--- config.mk ---
export PLATFORM = sky130hd
export DESIGN_NAME = program_loader_flat
export DESIGN_NICKNAME = d
export VERILOG_FILES = /design/src/rtl/program_loader_if.sv /design/src/rtl/program_loader.sv /design/src/flat_wrapper.sv
export SDC_FILE = /design/constraint.sdc
export NUM_CORES = 1
export LEC_CHECK = 0
export CORE_MARGIN = 2
export CORE_UTILIZATION = 25
export CTS_BUF_LIST = sky130_fd_sc_hd__clkbuf_2
export CTS_CLUSTER_DIAMETER = 30
export DETAILED_ROUTE_END_ITERATION = 7
export PLACE_DENSITY = 0.48
export SYNTH_ARGS = -nofsm -noshare
export SYNTH_HDL_FRONTEND = slang
export SYNTH_SLANG_ARGS = --single-unit
--- constraint.sdc ---
create_clock -name clk -period 4.7 [get_ports clk]
set_input_delay 0.94 -clock clk [delete_from_list [all_inputs] [get_ports clk]]
set_output_delay 0.94 -clock clk [all_outputs]
set_load 0.05 [all_outputs]
--- src/rtl/program_loader_if.sv ---
// Byte-stream and memory-write bus for program_loader.
// master: stream source and memory sink. slave: the loader.
interface program_loader_if #(
  parameter int WIDTH_REG         = 8,
  parameter int WIDTH_ADDRESS_BIT = 5
);
  logic                         in_valid;
  logic [WIDTH_REG-1:0]         in_data;
  logic                         in_ready;
  logic [WIDTH_ADDRESS_BIT-1:0] mem_addr;
  logic [WIDTH_REG-1:0]         mem_wdata;
  logic                         mem_wr;

  modport master (
    output in_valid, in_data,
    input  in_ready, mem_addr, mem_wdata, mem_wr
  );

  modport slave (
    input  in_valid, in_data,
    output in_ready, mem_addr, mem_wdata, mem_wr
  );
endinterface

--- src/rtl/program_loader.sv ---
// Boot-time program loader. It takes a length byte and then L image bytes from a
// valid/ready stream and writes them to CPU memory from address 0. It holds
// the CPU in reset during the load, then releases it and tracks its HALT flag.
// Optional: define LOADER_CHECKSUM_EN to require a trailing checksum byte.
// The checksum byte must make the 8-bit sum of the data bytes plus C equal
// zero. A bad checksum parks the loader in ERR.
// All outputs are decoded from the next state or next datapath values, so they
// are registered and line up with the state that they describe.
module program_loader #(
  parameter int WIDTH_REG         = 8,
  parameter int WIDTH_ADDRESS_BIT = 5
) (
  input  logic              clk,
  input  logic              reset,
  input  logic              start,
  program_loader_if.slave   bus,
  input  logic              cpu_halt,
  output logic              cpu_reset,
  output logic              busy,
  output logic              running,
  output logic              halted,
  output logic              error
);

  localparam int DEPTH = 2 ** WIDTH_ADDRESS_BIT;
  localparam int CW    = WIDTH_ADDRESS_BIT + 1;  // counter reaches DEPTH

`ifdef LOADER_CHECKSUM_EN
  typedef enum logic [2:0] {
    IDLE, HDR, LOAD, RELEASE, RUN, HALTED, CHK, ERR
  } state_t;
`else
  typedef enum logic [2:0] {
    IDLE, HDR, LOAD, RELEASE, RUN, HALTED
  } state_t;
`endif

  state_t                       state_q, state_d;
  logic [CW-1:0]                cnt_q, cnt_d;
  logic [CW-1:0]                len_q, len_d;
  logic                         in_ready_q, in_ready_d;
  logic                         mem_wr_q, mem_wr_d;
  logic [WIDTH_ADDRESS_BIT-1:0] mem_addr_q, mem_addr_d;
  logic [WIDTH_REG-1:0]         mem_wdata_q, mem_wdata_d;
  logic                         cpu_reset_q, cpu_reset_d;
  logic                         busy_q, busy_d;
  logic                         running_q, running_d;
  logic                         halted_q, halted_d;

  logic                         accept;
  logic [CW-1:0]                hdr_len;
  logic [CW-1:0]                cnt_inc;

  assign accept  = bus.in_valid & in_ready_q;
  assign hdr_len = bus.in_data[CW-1:0];
  assign cnt_inc = cnt_q + CW'(1);

`ifdef LOADER_CHECKSUM_EN
  logic [WIDTH_REG-1:0] sum_q, sum_d;
  logic [WIDTH_REG-1:0] chk_sum;
  logic                 error_q, error_d;
  assign chk_sum = sum_q + bus.in_data;
  assign error   = error_q;
`else
  assign error   = 1'b0;
`endif

  // Next-state, datapath and registered-output decode
  always_comb begin
    state_d     = state_q;
    cnt_d       = cnt_q;
    len_d       = len_q;
    mem_wr_d    = 1'b0;
    mem_addr_d  = mem_addr_q;
    mem_wdata_d = mem_wdata_q;
`ifdef LOADER_CHECKSUM_EN
    sum_d       = sum_q;
`endif
    case (state_q)
      IDLE:    if (start) state_d = HDR;
      HDR: begin
        if (accept) begin
          // Zero or oversize length means a full-depth image
          if (hdr_len == '0 || hdr_len > CW'(DEPTH)) len_d = CW'(DEPTH);
          else                                       len_d = hdr_len;
          cnt_d   = '0;
          state_d = LOAD;
`ifdef LOADER_CHECKSUM_EN
          sum_d   = '0;
`endif
        end
      end
      LOAD: begin
        if (accept) begin
          mem_wr_d    = 1'b1;
          mem_addr_d  = cnt_q[WIDTH_ADDRESS_BIT-1:0];
          mem_wdata_d = bus.in_data;
          cnt_d       = cnt_inc;
`ifdef LOADER_CHECKSUM_EN
          sum_d       = sum_q + bus.in_data;
          if (cnt_inc == len_q) state_d = CHK;
`else
          if (cnt_inc == len_q) state_d = RELEASE;
`endif
        end
      end
`ifdef LOADER_CHECKSUM_EN
      CHK: begin
        if (accept) state_d = (chk_sum == '0) ? RELEASE : ERR;
      end
      ERR:     if (start) state_d = HDR;
`endif
      // One cycle so the last write lands while the CPU is still in reset
      RELEASE: state_d = RUN;
      RUN: begin
        if (start)         state_d = HDR;
        else if (cpu_halt) state_d = HALTED;
      end
      HALTED:  if (start) state_d = HDR;
      default: state_d = IDLE;
    endcase

    in_ready_d  = (state_d == HDR) || (state_d == LOAD);
    busy_d      = (state_d == HDR) || (state_d == LOAD) || (state_d == RELEASE);
`ifdef LOADER_CHECKSUM_EN
    in_ready_d  = in_ready_d || (state_d == CHK);
    busy_d      = busy_d || (state_d == CHK);
    error_d     = (state_d == ERR);
`endif
    cpu_reset_d = !((state_d == RUN) || (state_d == HALTED));
    running_d   = (state_d == RUN);
    halted_d    = (state_d == HALTED);
  end

  // State and output registers
  always_ff @(posedge clk or posedge reset) begin
    if (reset) begin
      state_q     <= IDLE;
      cnt_q       <= '0;
      len_q       <= '0;
      in_ready_q  <= 1'b0;
      mem_wr_q    <= 1'b0;
      mem_addr_q  <= '0;
      mem_wdata_q <= '0;
      cpu_reset_q <= 1'b1;
      busy_q      <= 1'b0;
      running_q   <= 1'b0;
      halted_q    <= 1'b0;
`ifdef LOADER_CHECKSUM_EN
      sum_q       <= '0;
      error_q     <= 1'b0;
`endif
    end else begin
      state_q     <= state_d;
      cnt_q       <= cnt_d;
      len_q       <= len_d;
      in_ready_q  <= in_ready_d;
      mem_wr_q    <= mem_wr_d;
      mem_addr_q  <= mem_addr_d;
      mem_wdata_q <= mem_wdata_d;
      cpu_reset_q <= cpu_reset_d;
      busy_q      <= busy_d;
      running_q   <= running_d;
      halted_q    <= halted_d;
`ifdef LOADER_CHECKSUM_EN
      sum_q       <= sum_d;
      error_q     <= error_d;
`endif
    end
  end

  assign bus.in_ready  = in_ready_q;
  assign bus.mem_wr    = mem_wr_q;
  assign bus.mem_addr  = mem_addr_q;
  assign bus.mem_wdata = mem_wdata_q;
  assign cpu_reset     = cpu_reset_q;
  assign busy          = busy_q;
  assign running       = running_q;
  assign halted        = halted_q;

endmodule

--- src/flat_wrapper.sv ---
// flat-port wrapper written by rule: the top's interface ports become plain ports
module program_loader_flat 
#(
  parameter int WIDTH_REG         = 8,
  parameter int WIDTH_ADDRESS_BIT = 5
)
  (clk, reset, start, cpu_halt, cpu_reset, busy, running, halted, error, bus_in_valid, bus_in_data, bus_in_ready, bus_mem_addr, bus_mem_wdata, bus_mem_wr);
  program_loader_if #(.WIDTH_REG(WIDTH_REG), .WIDTH_ADDRESS_BIT(WIDTH_ADDRESS_BIT)) bus_i ();
  input  logic clk;
  input  logic reset;
  input  logic start;
  input  logic cpu_halt;
  output logic cpu_reset;
  output logic busy;
  output logic running;
  output logic halted;
  output logic error;
  input wire logic [$bits(bus_i.in_valid)-1:0] bus_in_valid;
  input wire logic [$bits(bus_i.in_data)-1:0] bus_in_data;
  output wire logic [$bits(bus_i.in_ready)-1:0] bus_in_ready;
  output wire logic [$bits(bus_i.mem_addr)-1:0] bus_mem_addr;
  output wire logic [$bits(bus_i.mem_wdata)-1:0] bus_mem_wdata;
  output wire logic [$bits(bus_i.mem_wr)-1:0] bus_mem_wr;
  assign bus_i.in_valid = bus_in_valid;
  assign bus_i.in_data = bus_in_data;
  assign bus_in_ready = bus_i.in_ready;
  assign bus_mem_addr = bus_i.mem_addr;
  assign bus_mem_wdata = bus_i.mem_wdata;
  assign bus_mem_wr = bus_i.mem_wr;
  program_loader #(.WIDTH_REG(WIDTH_REG), .WIDTH_ADDRESS_BIT(WIDTH_ADDRESS_BIT)) u_core (.clk(clk), .reset(reset), .start(start), .bus(bus_i), .cpu_halt(cpu_halt), .cpu_reset(cpu_reset), .busy(busy), .running(running), .halted(halted), .error(error));
endmodule
# Word-level counts from Yosys, hierarchy flattened
# Cells that the tools add are included.
# Widths: inputs -> output; s select.
[word_totals]
reg_bits = 34
out_inout_bits = 20
[classes]
add_sub_neg = 1
order_cmp = 1
eq_ne = 13
n_mux = 13
bitwise = 1
n_reduce_logical = 12
[ops]
columns = ["cell", "count"]
rows = [
  ["$mux 3", 6],
  ["$mux 6", 3],
  ["$pmux 3 s5", 1],
  ["$eq 3x2->1 const B", 4],
  ["$eq 3x3->1 const B", 4],
  ["$pmux 6 s2", 1],
  ["$add 6x1->6 const B", 1],
  ["$eq 3x1->1 const B", 2],
  ["$eq 6x6->1", 1],
  ["$gt 6x6->1 const B", 1],
  ["$logic_not 6->1", 1],
  ["$logic_or 1x1->1", 4],
  ["$ne 2x1->1 const B", 2],
  ["$reduce_and 2->1", 2],
  ["$logic_not 3->1", 1],
  ["$reduce_and 3->1", 1],
  ["$mux 1", 2],
  ["$reduce_bool 2->1", 1],
  ["$reduce_or 2->1", 1],
  ["$and 1x1->1", 1],
  ["$logic_not 1->1", 1],
]

# Logic depth before layout (Yosys ltp)
# Gate-level depths: netlist of run 1.
[logic_depth]
ltp_word = 8
depth_mapped = 7
depth_no_buf = 6

# Least setup slack after synthesis of run 1
# Ideal clock, no wire load.
[synth_timing]
path_type = "in2reg"
start = "input port bus_in_valid"
end = "register u_core.in_ready_q (netlist: u_core.bus.in_ready)"
arrival_time_ps = 2020
path_slack_ps = 2556
path_stages = 6
path_buffers = 1
cell_sequence = "nand2_1 > or2_1 > buf_6 > nor4_2 > nand2_1 > o31a_1"
[synth_via]
elab_chain_len = 5
[synth_rtl]
columns = ["element", "line_no", "rtl"]
rows = [
  ["start: declaration", "flat_wrapper.sv:18", "input wire logic [$bits(bus_i.in_valid)-1:0] bus_in_valid;"],
  ["$and 1x1->1 (*)", "program_loader.sv:54", "assign accept = bus.in_valid & in_ready_q;"],
  ["$mux 3 (on tied branches)", "program_loader.sv:94, program_loader.sv:82", ""],
  ["$pmux 3 s5 (*)", "program_loader.sv:79", "case (state_q)"],
  ["$eq 3x1->1 / $eq 3x2->1 (equally long branches)", "program_loader.sv:123", "in_ready_d = (state_d == HDR) || (state_d == LOAD);"],
  ["$logic_or 1x1->1 (*)", "program_loader.sv:123", ""],
  ["net u_core.in_ready_d", "program_loader.sv:41", "logic in_ready_q, in_ready_d;"],
  ["end signal: assignment", "program_loader.sv:157", "in_ready_q <= in_ready_d;"],
  ["end: declaration", "program_loader.sv:41", ""],
]
# The timed path passes the listed nets; every way through them passes the cells marked *.
# A chain may end at the register's enable or synchronous reset.

# Worst setup path after layout of run 1
[layout_timing]
start = "register u_core.cpu_reset_q (netlist: u_core.cpu_reset)"
end = "output port cpu_reset"
[layout_rtl]
columns = ["element", "line_no", "rtl"]
rows = [
  ["start: declaration", "program_loader.sv:45", "logic cpu_reset_q, cpu_reset_d;"],
  ["start signal: assignment", "program_loader.sv:161", "cpu_reset_q <= cpu_reset_d;"],
  ["end: declaration", "flat_wrapper.sv:13", "output logic cpu_reset;"],
]
# No word-level cell between the ends.

==> results of run 1 <==
power breakdown:
part           internal [µW]  switching [µW]
Combinational            205             363
Sequential               394            74.6
Clock                   29.7            90.3
Total                    629             528
synthesized netlist by cell type (all sizes together):
master  count
a211oi      1
a21oi       3
a22o        1
a311o       1
a31oi       3
and2        2
and2b       1
and3        2
buf         4
clkbuf      3
clkinv      1
conb        1
dfrtp      33
dfstp       1
ha          1
inv         2
mux2i       1
nand2      56
nand2b      5
nand3       3
nand3b      6
nor2        7
nor2b       2
nor3        1
nor3b       2
nor4        1
o21a        1
o21ai      10
o31a        1
o31ai       3
or2         1
or3b        1
xnor2       2
xor2        4
state kept, by name, indices dropped and copies added (netlist names):
name	count
u_core.len_q	6
u_core.halted	1
u_core.cpu_reset	1
u_core.busy	1
u_core.bus.mem_wdata	8
u_core.cnt_q	6
u_core.state_q	3
u_core.bus.mem_addr	5
u_core.bus.in_ready	1
u_core.running	1
u_core.bus.mem_wr	1
through the flow:
stage | setup slack (ns) | total power, µW | cells | util (%) | hold WS (ns)
floorplan | 2.56 | 865 | 167 | - | 0.449
global placement | 1.88 | 1050 | 269 | 32.5 | 0.468
detailed placement | 1.86 | 1050 | 269 | 32.5 | 0.463
CTS | 2.06 | 1170 | 275 | 33.0 | 0.501
global route | 2.01 | 1240 | 275 | 33.0 | 0.526
finish | 2.10 | 1160 | 275 | 33.0 | 0.492
area by class of cell:
cell class,count,area (µm²),share of cell area (%)
flip-flops and latches,34,852,43.3
multi-input cells,123,648,33.0
clock buffers,5,25.0,1.27
clock inverters,1,3.75,0.191
inverters,3,11.3,0.573
repair buffers,34,333,16.9
well taps,75,93.8,4.77
worst max-delay path by stage:
stage          cells past startpoint  slack [ns]                  startpoint                            end
2_1_floorplan                      6        2.56                bus_in_valid  u_core.bus.in_ready$_DFF_PP0_
3_3_place_gp                       7        1.88                bus_in_valid    u_core.cnt_q[3]$_DFFE_PP0P_
4_1_cts                            1        2.06  u_core.cpu_reset$_DFF_PP1_                      cpu_reset
5_1_grt                            1        2.01  u_core.cpu_reset$_DFF_PP1_                      cpu_reset
6_report                           1        2.10  u_core.cpu_reset$_DFF_PP1_                      cpu_reset
3_5_place_dp                       7        1.86                bus_in_valid    u_core.cnt_q[3]$_DFFE_PP0P_
kinds of logic (layout without fill, tap and decap cells):
logic type,after synthesis,in the layout,synth area share [%]
flip-flops,34,34,54.9
other,1,1,0.242
buffers and inverters,10,43,3.38
multiplexers,1,1,0.645
AO/OA/AOI/OAI,24,24,9.59
adder cells (fa/ha/maj),1,1,0.806
XOR/XNOR,6,6,3.38
AND/OR/NAND/NOR,90,90,27.1
layer usage:
metal | wire (µm) | up-vias | track usage [%] | share of wire [%]
li1 | - | 611 | - | -
met1 | 1640 | 540 | 13.3 | 49
met3 | 146 | 2 | 2.98 | 4.4
met2 | 1490 | 28 | 16.0 | 45
met5 | 0 | - | 0 | 0
met4 | 31 | 0 | 4.02 | 0.94
==> flow_summary.yaml, run 1 <==
worst_setup_path:
  r2r_start: "u_core.state_q[1]$_DFF_PP0_"
  critical_path_required_ns: 3.76
  crit_fanout: 1
  reg2reg_depth: 6
  path_class: "flop to primary output"
  critPathMaxStageDelay_ns: 0.79
  start_kind: "flop"
  end_kind: "primary output"
  crit_family: "buffers and inverters"
  r2r_end: "u_core.bus.in_ready$_DFF_PP0_"
  path_buf_inv: 1
  reg2reg_setup_slack_ns: 2.61
  arrival_ns: 1.66
  slowest_stage: "clkdlybuf4s50_1"
  cp_cell_sequence: "clkdlybuf4s50_1"
drt:
  drc: 0
  first_pass_iters: 4
  initialDrtViolationCount: 30
  post_drt_wl_per_cell_um: 12.0
  avgViaCountPerCell: 4.29
  postRouteAntennaNets: 0
  routed-via-count: 1181
  totalWireLength_mm: 3.30
logic_synthesis:
  ys_types: 36
  syn_avg_cell_area_um2: 9.30
  synth.area.top_cells: "dfrtp_1 53%, nand2_1 14%, o21ai_0 3.2%"
  synthCells: 167
  yosysSeqAreaShare_pct: 54.9
  synth_area_um2: 1550
  syn_nets: 181
  yosys_warnings: 0
  ys_ff_latch: 34
  yosysTopAreaCell: "dfrtp_1"
  synth_top_area_share_pct: 53.2
timing:
  period_needed_ns: 2.60
  hold_violations: 0
  slew-limit-headroom_pct: 66.1
  final.period_utilization_pct: 55.2
  tightest_slew_ns: 0.505
  setup_tns_ns: 0
  rsz0062_at_grt: "false"
  timing.fmax_mhz: 385
  clock_skew_ns: 0.0208
  slew_viol_final: 0
  finalSetupViolCount: 0
cts:
  htreeDepth: 2
  cts_sinks: 34
  cts-root-buf: "clkbuf_2"
  postCtsSetupRepairBufs: 0
  cts_resized: 0
  postCtsHoldBufs: 0
  numCtsBuffers: 5
  cts_tree: "done"
  clock_path_buffers: 2
  clk-insertion-delay-late_ns: 0.35
  clk_pin_slew_ns: 0.17
cells_and_area:
  finish.net_count: 215
  design_area_um2: 1970
  final_cell_mix: "56 x nand2_1, 33 x dfrtp_1, 31 x clkdlybuf4s50_1"
  syn_to_final_growth_pct: 26.7
  mostFrequentLayoutCell: "nand2_1"
  fill_cells: 653
  n_antenna_cell: 0
  drive_gt1_share_pct: 5.00
global_routing:
  grt_first_pass_wirelength_mm: 5.65
  antenna_found_initial: 0
  gr-total-overflow: 0
  grt_max_degree: 35
  grt_pass1_vias: 1236
  grt_usage_pct: 10.2
die:
  die_w_um: 82.8
  row_count: 28
  die_h_um: 82.8
  coreArea_um2: 5960
  start_util_pct: 26.1
  io_pins: 33
  dieArea_um2: 6860
power_and_ir_drop:
  p_leak_uw: 0.000910
  ir_drop_mv: 0.270
  p_per_area_nw_per_um2: 588
place:
  numPortBuffers: 31
  gp_congestion: 0.744
  dpl.hpwl_mm: 2.33
  placed_area_um2: 1940
status:
  status: "completed"
job:
  drv_cap: 0
worst_hold_path:
  hold_end: "u_core.bus.mem_addr[4]$_DFFE_PP0P_"
  hp-start: "u_core.bus.mem_addr[4]$_DFFE_PP0P_"
  whs_path_depth: 2
  hold_class: "flop to flop"
Power figures use the tool's default switching activity.
==> run 2: changes to the inputs <==
PLACE_DENSITY = 0.5   (was 0.48)
clock period = 2.31 ns   (was 4.7 ns; I/O delays follow)
==> flow_summary.yaml, run 2 (synthesis gave the netlist of run 1 again) <==
drt:
  initialDrtViolationCount: 66
  totalWireLength_mm: 3.48
  post_drt_wl_per_cell_um: 12.4
  avgViaCountPerCell: 4.45
  postRouteAntennaNets: 0
  drc: 0
  first_pass_iters: 4
  routed-via-count: 1246
die:
  die_w_um: 82.8
  start_util_pct: 26.1
  die_h_um: 82.8
  coreArea_um2: 5960
  dieArea_um2: 6860
  row_count: 28
  io_pins: 33
cts:
  postCtsSetupRepairBufs: 0
  htreeDepth: 2
  cts_tree: "done"
  cts_sinks: 34
  clock_path_buffers: 2
  cts_resized: 0
  postCtsHoldBufs: 0
  clk_pin_slew_ns: 0.19
  cts-root-buf: "clkbuf_2"
  numCtsBuffers: 5
  clk-insertion-delay-late_ns: 0.38
job:
  drv_cap: 0
cells_and_area:
  n_antenna_cell: 0
  drive_gt1_share_pct: 7.80
  finish.net_count: 218
  mostFrequentLayoutCell: "nand2_1"
  syn_to_final_growth_pct: 30.5
  largest_register_ffs: 8
  final_cell_mix: "56 x nand2_1, 33 x dfrtp_1, 31 x clkdlybuf4s50_1"
global_routing:
  grt_usage_pct: 10.9
  antenna_found_initial: 0
  grt_first_pass_wirelength_mm: 5.95
  gr-total-overflow: 0
  grt_max_degree: 35
  grt_pass1_vias: 1231
timing:
  timing.fmax_mhz: 466
  hold_violations: 0
  tightest_slew_ns: 0.501
  clock_skew_ns: 0.0240
  timing.hold.ws_ns: 0.449
  setup_tns_ns: 0
  finalSetupViolCount: 0
  period_needed_ns: 2.15
  slew-limit-headroom_pct: 66.5
  rsz0062_at_grt: "false"
  final.period_utilization_pct: 92.9
  slew_viol_final: 0
place:
  dpl.hpwl_mm: 2.42
  numPortBuffers: 31
  gp_congestion: 0.807
power_and_ir_drop:
  ir_drop_mv: 0.552
  p_per_area_nw_per_um2: 1240
  p_leak_uw: 0.000946
worst_setup_path:
  arrival_ns: 1.68
  critPathMaxStageDelay_ns: 0.79
  end_kind: "primary output"
  cp_cell_sequence: "clkdlybuf4s50_1"
  critical_path_required_ns: 1.85
  path_class: "flop to primary output"
  crit_fanout: 1
  start_kind: "flop"
  path_buf_inv: 1
  crit_family: "buffers and inverters"
  slowest_stage: "clkdlybuf4s50_1"
worst_hold_path:
  hold_class: "input port to asynchronous set/reset pin"
status:
  status: "completed"
==> run 2: layout make-up <==
cell class / instances / area (µm²)
Timing Repair Buffer: 37 / 355
Clock buffer: 7 / 35.0
Sequential cell: 34 / 852
Fill cell: 640 / 3930
Clock inverter: 1 / 30.0
Multi-Input combinational cell: 123 / 648
Inverter: 3 / 11.3
Tap cell: 75 / 93.8
==> run 2: stage by stage <==
stage                     utilization [%]  setup WS (ns)  cells  area, µm²  power [µW]
after global routing                 34.0         0.0953    280       2030        2680
after detailed placement             32.9          0.158    272       1960        2150
after CTS                            34.0          0.131    280       2030        2550
after floorplan                         -          0.408    167       1550        1760
final                                34.0          0.165    280       2030        2520
after global placement               32.9          0.205    272       1960        2140
==> run 2: power breakdown <==
part	leakage (µW)	switching [µW]	internal, µW
registers	0.000443	155	802
clock network	0.0000432	203	193
logic	0.000460	744	423
==> run 2: tightest hold or removal path: stages <==
cell and delay (ns):
clkdlybuf4s50_1 0.39, inv_1 0.05, buf_4 0.38
==> run 2: final timing paths <==
check | to | slack [ns] | cells after the start | from
min reg2reg | u_core.bus.mem_addr[4]$_DFFE_PP0P_ | 0.50 | 2 | u_core.bus.mem_addr[4]$_DFFE_PP0P_
max in group asynchronous | u_core.cpu_reset$_DFF_PP1_ | 1.50 | 3 | reset
max | cpu_reset | 0.16 | 1 | u_core.cpu_reset$_DFF_PP1_
min in group clk | u_core.bus.mem_addr[4]$_DFFE_PP0P_ | 0.50 | 2 | u_core.bus.mem_addr[4]$_DFFE_PP0P_
max reg2reg | u_core.bus.in_ready$_DFF_PP0_ | 0.40 | 5 | u_core.state_q[0]$_DFF_PP0_
min | u_core.state_q[0]$_DFF_PP0_ | 0.45 | 3 | reset
==> run 2: metal layers <==
layer / wire, µm / GRT usage (%) / up-vias
li1: - / - / 620
met1: 1760 / 14.8 / 579
met2: 1480 / 16.0 / 39
met3: 178 / 3.38 / 8
met4: 63 / 4.92 / 0
met5: 0 / 0 / -
==> run 3: changes to the inputs <==
MAX_ROUTING_LAYER = met4   (was not set)
==> flow_summary.yaml, run 3 (synthesis gave the netlist of run 1 again) <==
global_routing:
  grt_first_pass_wirelength_mm: 5.95
  grt_max_degree: 35
  grt_pass1_vias: 1230
  grt_usage_pct: 11.2
  gr-total-overflow: 0
  antenna_found_initial: 0
drt:
  routed-via-count: 1258
  postRouteAntennaNets: 0
  drc: 0
  avgViaCountPerCell: 4.49
  initialDrtViolationCount: 64
  post_drt_wl_per_cell_um: 12.4
  totalWireLength_mm: 3.48
  first_pass_iters: 4
die:
  dieArea_um2: 6860
  die_w_um: 82.8
  io_pins: 33
  coreArea_um2: 5960
  row_count: 28
  die_h_um: 82.8
  start_util_pct: 26.1
cts:
  cts_tree: "done"
  cts_resized: 0
  numCtsBuffers: 5
  htreeDepth: 2
  clk_pin_slew_ns: 0.18
  clock_path_buffers: 2
  cts-root-buf: "clkbuf_2"
  cts_sinks: 34
  postCtsHoldBufs: 0
  clk-insertion-delay-late_ns: 0.38
  postCtsSetupRepairBufs: 0
worst_setup_path:
  crit_family: "buffers and inverters"
  arrival_ns: 1.69
  cp_cell_sequence: "clkdlybuf4s50_1"
  critPathMaxStageDelay_ns: 0.79
  crit_fanout: 1
  path_class: "flop to primary output"
  critical_path_required_ns: 1.85
  path_buf_inv: 1
  end_kind: "primary output"
  slowest_stage: "clkdlybuf4s50_1"
  crit_cells: 1
  start_kind: "flop"
  reg2reg_setup_slack_ns: 0.40
  reg2reg_depth: 5
place:
  placed_area_um2: 1960
  numPortBuffers: 31
  dpl.hpwl_mm: 2.42
  gp_congestion: 0.819
timing:
  slew_viol_final: 0
  finalSetupViolCount: 0
  setup_tns_ns: 0
  hold_violations: 0
  slew-limit-headroom_pct: 66.5
  clock_skew_ns: 0.0236
  timing.fmax_mhz: 466
  period_needed_ns: 2.15
  tightest_slew_ns: 0.501
  rsz0062_at_grt: "false"
  final.period_utilization_pct: 93.0
job:
  drv_cap: 0
worst_hold_path:
  hold_class: "input port to asynchronous set/reset pin"
cells_and_area:
  syn_to_final_growth_pct: 30.5
  finish.net_count: 218
  design_area_um2: 2030
  n_antenna_cell: 0
  fill_cells: 640
  largest_register_ffs: 8
  drive_gt1_share_pct: 7.80
  mostFrequentLayoutCell: "nand2_1"
  final_cell_mix: "56 x nand2_1, 33 x dfrtp_1, 31 x clkdlybuf4s50_1"
power_and_ir_drop:
  ir_drop_mv: 0.552
  p_leak_uw: 0.000946
  p_per_area_nw_per_um2: 1240
status:
  status: "completed"
## run 3: cell counts in the layout (fill, tap and decap cells not counted)
Identical to the previous run, type by type.
## run 3: power by group
part	leakage, µW	internal, µW	switching (µW)
clock	0.0000432	193	204
sequential	0.000443	802	155
combinational	0.000460	423	743
total	0.000946	1420	1100
## run 3: final timing paths
check / endpoint / start
worst min register to register: u_core.bus.mem_addr[4]$_DFFE_PP0P_ / u_core.bus.mem_addr[4]$_DFFE_PP0P_
worst min-delay path: u_core.state_q[0]$_DFF_PP0_ / reset
worst max register to register: u_core.bus.in_ready$_DFF_PP0_ / u_core.state_q[0]$_DFF_PP0_
max in group asynchronous: u_core.cpu_reset$_DFF_PP1_ / reset
min in group clk: u_core.bus.mem_addr[4]$_DFFE_PP0P_ / u_core.bus.mem_addr[4]$_DFFE_PP0P_
worst max-delay path: cpu_reset / u_core.cpu_reset$_DFF_PP1_
## run 3: metrics by stage
| step | hold WS, ns | power (µW) | worst slack (ns) | util (%) | std cells |
|---|---|---|---|---|---|
| 2_1_floorplan | 0.449 | 1760 | 0.408 | - | 167 |
| 3_3_place_gp | 0.455 | 2140 | 0.205 | 32.9 | 272 |
| 3_5_place_dp | 0.463 | 2150 | 0.158 | 32.9 | 272 |
| 4_1_cts | 0.444 | 2550 | 0.131 | 34.0 | 280 |
| 5_1_grt | 0.497 | 2680 | 0.0953 | 34.0 | 280 |
| 6_report | 0.448 | 2520 | 0.162 | 34.0 | 280 |
## run 3: worst reg2reg max path, delay by kind of cell (launching register included)
kind / cells / cell delay [ns]
flip-flops: 1 / 0.47
AO/OA/AOI/OAI: 1 / 0.30
AND/OR/NAND/NOR: 4 / 1.06
## run 3: final cells by class
class | instances | area (µm²) | share of cell area [%]
clock buffers | 7 | 35.0 | 1.73
clock inverters | 1 | 30.0 | 1.48
inverters | 3 | 11.3 | 0.556
multi-input cells | 123 | 648 | 32.0
flip-flops and latches | 34 | 852 | 42.1
well taps | 75 | 93.8 | 4.63
repair buffers | 37 | 355 | 17.5
## run 3: per-layer routing
metal  vias to the layer above  part of all wire (%)  global-route usage (%)
met5                         -                     0                       -
met4                         0                   2.0                    4.92
met3                         8                   5.4                    3.38
met2                        39                    43                    16.0
met1                       591                    50                    14.8
li1                        620                     -                       -
